<file path="src/rtl/count_ones_hs.sv">
// count_ones_hs: handshaked population-count engine.
// Accepts a word on start/ready and counts ones (mode=0) or zeros (mode=1).
// It examines BITS_PER_CYCLE bits per clock and stops early once the
// remaining bits are all zero. The result is shown with a one-cycle done pulse.
module count_ones_hs #(
  parameter int DATA_WIDTH     = 8,
  parameter int BITS_PER_CYCLE = 2,
  parameter int COUNT_WIDTH    = 4
) (
  input  logic                   clk,
  input  logic                   reset,
  input  logic                   start,
  input  logic [DATA_WIDTH-1:0]  data,
  input  logic                   mode,
  output logic                   ready,
  output logic                   busy,
  output logic                   done,
  output logic [COUNT_WIDTH-1:0] bit_count
);

  localparam int NUM_CYC = DATA_WIDTH / BITS_PER_CYCLE;
  localparam int CYC_W   = $clog2(NUM_CYC + 1);

  typedef enum logic [1:0] {
    IDLE  = 2'd0,
    COUNT = 2'd1,
    DONE  = 2'd2
  } state_t;

  state_t                 state;
  state_t                 state_next;
  logic [DATA_WIDTH-1:0]  shreg;
  logic [COUNT_WIDTH-1:0] acc;
  logic [CYC_W-1:0]       cyc;

  logic [COUNT_WIDTH-1:0] addend;
  logic [COUNT_WIDTH-1:0] acc_sum;
  logic [DATA_WIDTH-1:0]  shifted;
  logic [CYC_W-1:0]       cyc_dec;
  logic                   finish;

  // Number of set bits in one slice of the shift register.
  function automatic logic [COUNT_WIDTH-1:0] popcount(
    input logic [BITS_PER_CYCLE-1:0] v
  );
    logic [COUNT_WIDTH-1:0] cnt;
    cnt = '0;
    for (int i = 0; i < BITS_PER_CYCLE; i++) begin
      cnt = cnt + COUNT_WIDTH'(v[i]);
    end
    return cnt;
  endfunction

  // Per-cycle arithmetic for the COUNT step and the early-exit test.
  // The exit test looks at the post-shift word, so a word whose upper bits
  // are zero finishes without spending cycles on those empty slices.
  always_comb begin
    addend  = popcount(shreg[BITS_PER_CYCLE-1:0]);
    acc_sum = acc + addend;
    shifted = shreg >> BITS_PER_CYCLE;
    cyc_dec = cyc - CYC_W'(1);
    finish  = (shifted == '0) || (cyc_dec == '0);
  end

  // State register.
  always_ff @(posedge clk) begin
    if (reset) begin
      state <= IDLE;
    end else begin
      state <= state_next;
    end
  end

  // Next-state logic and the handshake outputs, which are decoded from state only.
  always_comb begin
    state_next = state;
    ready      = 1'b0;
    busy       = 1'b0;
    done       = 1'b0;
    case (state)
      IDLE: begin
        ready = 1'b1;
        if (start) state_next = COUNT;
      end
      COUNT: begin
        busy = 1'b1;
        if (finish) state_next = DONE;
      end
      DONE: begin
        done       = 1'b1;
        state_next = IDLE;
      end
      default: state_next = IDLE;
    endcase
  end

  // Datapath: load on accept, shift/accumulate while counting, publish on exit.
  // bit_count is written only on the final COUNT cycle, so it never shows partial sums.
  always_ff @(posedge clk) begin
    if (reset) begin
      shreg     <= '0;
      acc       <= '0;
      cyc       <= '0;
      bit_count <= '0;
    end else begin
      case (state)
        IDLE: begin
          if (start) begin
            shreg <= mode ? ~data : data;
            acc   <= '0;
            cyc   <= CYC_W'(NUM_CYC);
          end
        end
        COUNT: begin
          acc   <= acc_sum;
          shreg <= shifted;
          cyc   <= cyc_dec;
          if (finish) bit_count <= acc_sum;
        end
        default: ;
      endcase
    end
  end

endmodule
</file>
<file path="config.mk">
export PLATFORM = sky130hd
export DESIGN_NAME = count_ones_hs
export DESIGN_NICKNAME = d
export VERILOG_FILES = /design/src/rtl/count_ones_hs.sv
export SDC_FILE = /design/constraint.sdc
export NUM_CORES = 1
export LEC_CHECK = 0
export CAP_MARGIN = 20
export CORE_UTILIZATION = 40
export DETAILED_ROUTE_END_ITERATION = 8
export RECOVER_POWER = 50
export SLEW_MARGIN = 30
export SYNTH_ARGS = -nofsm -noshare
export SYNTH_HDL_FRONTEND = slang
export SYNTH_SLANG_ARGS = --single-unit
</file>
<file path="constraint.sdc">
create_clock -name clk -period 2.5 [get_ports clk]
set_input_delay 0.25 -clock clk [delete_from_list [all_inputs] [get_ports clk]]
set_output_delay 0.25 -clock clk [all_outputs]
set_load 0.01 [all_outputs]
</file>
# == Word level (Yosys, flattened, before mapping) ==
# Cells that the tools add are included.
# op_classes
n_addsub,3
n_mul,0
div_mod_pow,0
order_cmp,0
eq_ne,4
n_shift,0
n_mux,13
bitwise_logic,1
n_reduce_logical,8
# ops
op,count
$mux W8,2
$pmux W8 S2,1
$logic_not A8 Y1,1
$not A8 Y8,1
$pmux W4 S2,1
$pmux W3 S2,1
$reduce_and A2 Y1,3
$add A4 B2 Y4,1
$mux W2,2
$mux W4,1
$ne A2 B2 Y1 const B,2
$pmux W2 S2,1
$logic_not A3 Y1,1
$mux W1,3
$mux W3,1
$sub A3 B1 Y3 const B,1
$add A1 B1 Y2,1
$eq A2 B1 Y1 const B,1
$eq A2 B2 Y1 const B,1
$logic_not A2 Y1,1
$reduce_bool A2 Y1,1
$logic_or A1 B1 Y1,1
# totals
reg_bits,21
latchBits,0
ram_bits,0
mem_bits_ro,0
inputBits,12
output_inout_bits,7
elab_cells,34
n_memories,0

# == Logic depth before layout (Yosys ltp) ==
# depth
ltp_word,5
mapped_depth,7
mapped_depth_nobuf,7

# == Least setup slack after synthesis ==
# No wires, ideal clock.
# synth_timing
path_kind,register to register
startpoint,reg cyc[0]
endpoint,reg bit_count[2]
setup_ns,0.129
arrival_time_ns,1.296
required_ns,2.371
path_slack_ns,1.075
stages_incl_launch_ff,8
n_path_buf,1
period_less_slack_ns,1.425
cell_sequence,dfxtp_1 -> inv_1 -> ha_1 -> xnor2_1 -> a32o_1 -> buf_4 -> mux2i_1 -> nor2_1
# synth_between
elab_chain_cells,4
# synth_lines
element,line,text
start: declaration,34,logic [CYC_W-1:0] cyc;
start signal: assignment,111,cyc <= CYC_W'(NUM_CYC);
start signal: assignment,117,cyc <= cyc_dec;
$sub A3 B1 Y3,61,cyc_dec = cyc - CYC_W'(1);
$logic_not A3 Y1,62,finish = (shifted == '0) || (cyc_dec == '0);
$logic_or A1 B1 Y1,62,
$reduce_and A2 Y1 (no source line),-,
end signal: assignment,118,if (finish) bit_count <= acc_sum;
end: declaration,18,output logic [COUNT_WIDTH-1:0] bit_count
# No other way between the ends.
# A chain may end at the register's enable or synchronous reset.

# == Worst setup path after layout ==
# layout_timing
startpoint,reg state[0]
endpoint,out busy
# layout_between
elab_chain_cells,2
# layout_lines
element,line,text
start: declaration,30,state_t state;
start signal: assignment,70,state <= state_next;
$eq A2 B1 Y1,80,case (state)
$mux W1,80,
end: declaration,16,"output logic busy,"
# No other way between the ends.

==> flow_summary.ini <==
[synthesis]
syn_nets = 127
synthSimpleGateAreaFrac = 0.1418
ys_seq_area_frac = 0.4073
synth_mux_area_frac = 0.02909
synthTopCellsByArea = dfxtp_1 (41%), nor2_1 (8.0%), xor2_1 (7.6%)
synth-compound-area-share = 0.2085
synth_xor_area_frac = 0.09333
synthCells = 111
synth_top_family_by_area = compound AO/OA/AOI/OAI gates
syn_area_mm2 = 0.001032
yosysTopAreaCellShare = 0.4073
avgSynthCellArea_um2 = 9.299
yosysUniqueCellTypes = 28
ys_warn_count = 0
synth-seq-cells = 21
synthAdderAreaFrac = 0.05576
yosys.area.top_type = dfxtp_1

[timing]
fin_crit_ns = 2.041
finalSetupViolCount = 0
grt_setup_unrepaired = false
holdWs_ns = 0.5036
hold_viol_final = 0
drv_slew = 0
max_freq_ghz = 0.4901
fin_crit_sh = 0.8162
fin_skew_ns = 0.007143
slew_headroom = 0.4834
worst_slew_pin_slew_ns = 0.7724
fin_setup_tns_ns = 0

[routing]
drt_wl_total_um = 2082
drt_iter0_drc = 17
drtPass1Iterations = 3
vias = 794
remaining_drc_errors = 0
viasPerCell = 5.057
ant_nets = 0
wl_per_cell_um = 13.26

[global_routing]
grt_overflow_total = 0
grt_pass1_vias = 770
antenna_found_initial = 0
met1_usage = 0.2310
use_met3 = 0.03478
grt.met2_usage = 0.2616
grt_busiest_layer = met2
grt_max_degree = 22
grt_pass1_wl_um = 3450
grt_usage = 0.1739

[floorplanning]
initial_utilization = 0.4205
coreArea_mm2 = 0.002455
die-area_mm2 = 0.002788
die_w_um = 52.80
die_h_um = 52.80
pin_count = 19
row_count = 18

[clock_tree]
cts_buffers = 3
clock-sinks = 21
clkTransAtPathRegs_ns = 0.12
htreeDepth = 1
clockBufferDepth = 2
cts_resized = 0
cts_root_buf = clkbuf_4
postCtsHoldBufs = 0
cts_tree = done
cts_setup_buffers = 0
insertion_delay_ns = 0.32

[setup_path]
worst_r2r_path_depth = 4
start_kind = register
cp_max_fo = 14
reg2reg_from = state[0]
rr_endpoint = acc[2]
critPathLaunch = state[0]
reg2reg_setup_slack_ns = 0.81
arrival_ns = 1.79
worst-setup-path-type = register to output port
cp-end-kind = output port
cp.required_ns = 2.25
critPathMaxStageDelay_ns = 0.65
worst-path-buf-inv = 2
critical_path.top_delay_family = buffers and inverters
crit_chain = nand2b_2 > inv_2 > clkdlybuf4s50_1
critPathSlowestCell = dfxtp_1

[power_and_ir_drop]
swShare = 0.3229
p_total_uw = 784.8
peakVddDrop_mv = 0.3371
power.internal_uw = 531.4
combPwrFrac = 0.272
leakage_nw = 0.4980
power_density_mw_per_mm2 = 630.4
p_seq_frac = 0.506
p_switching_uw = 253.4
p_clk_frac = 0.222

[layout]
filler_cell_count = 245
postLayoutCellArea_mm2 = 0.001245
multiInputGateArea_um2 = 545.5
final_common_cell = nor2_1
nets = 144
layout-drive-gt1-share = 0.06299
regArea_um2 = 420.4
syn_to_final_growth_pct = 20.61
final_cell_mix = nor2_1 (22), dfxtp_1 (21), clkdlybuf4s50_1 (14)
antennaDiodeCount = 0
fin_util = 0.5071

[placement]
place_area_mm2 = 0.001221
hpwlAfterDp_um = 1475
gp_congestion = 0.8557
numPortBuffers = 18

[outcome]
status = complete, no violations

[worst_hold_path]
hold_path_class = register to register
whs_endpoint = bit_count[2]
min_from = bit_count[2]
hold_depth = 2

[job]
max-cap-violations = 0
==> worst max path at each step <==
stage,cells after the start,to
2_1_floorplan,7,bit_count[2]
3_3_place_gp,5,shreg[3]
3_5_place_dp,5,shreg[4]
4_1_cts,3,busy
5_1_grt,3,busy
6_report,3,busy
==> worst min-delay path, delay by kind of cell, from the launching register on <==
family	cells	cell delay, ns
muxes	1	0.06
DFF	1	0.35
and+or+nand+nor	1	0.07
==> through the flow <==
stage | setup WS, ns | instances
6_report | 0.4594 | 157
5_1_grt | 0.3661 | 157
4_1_cts | 0.4610 | 157
3_5_place_dp | 0.7791 | 153
3_3_place_gp | 0.7915 | 153
2_1_floorplan | 1.075 | 111
==> final cells by class <==
class,instances,area share
Clock buffer,3,0.01809
Inverter,8,0.02412
Tap cell,30,0.03015
Timing Repair Buffer,19,0.1477
Sequential cell,21,0.3377
Clock inverter,1,0.004020
Multi-Input combinational cell,75,0.4382
==> routing by layer <==
metal | up-vias | wire length (um)
met1 | 362 | 1090
met4 | 0 | 31
met3 | 4 | 41
met2 | 7 | 920
met5 | - | 0
li1 | 421 | -
==> cells by family after synthesis <==
| family | Yosys count |
|---|---|
| compound gates | 27 |
| xor+xnor | 11 |
| fa+ha+maj | 4 |
| buf+inv | 15 |
| flops | 21 |
| mux | 3 |
| simple gates | 30 |
==> state kept, by name, summed over array words and instances (netlist names) <==
name,count
state,2
shreg,8
acc,4
cyc,3
bit_count,4
==> power by group through the flow <==
stage,clock (mW),sequential (mW),combinational [mW]
after floorplan,0,0.390,0.164
after global placement,0,0.403,0.216
after detailed placement,0,0.405,0.217
after CTS,0.176,0.397,0.219
after global routing,0.191,0.402,0.238
final,0.174,0.397,0.213
==> cell usage after synthesis <==
cell type	count
o21ai_0	1
a2bb2oi_1	6
o21bai_1	1
a22o_1	1
ha_1	3
nor2b_1	3
a32o_1	1
a21oi_1	2
inv_1	7
a22oi_1	9
nand3b_1	2
xor2_1	9
a32oi_1	2
fa_1	1
nor4b_1	1
dfxtp_1	21
clkbuf_1	3
mux2i_1	3
buf_4	2
xnor2_1	2
nor4_2	1
a211oi_1	2
a211oi_2	1
nand2b_2	1
buf_2	2
nor2_1	22
a221oi_1	1
inv_2	1
(Power assumes the default switching activity.)
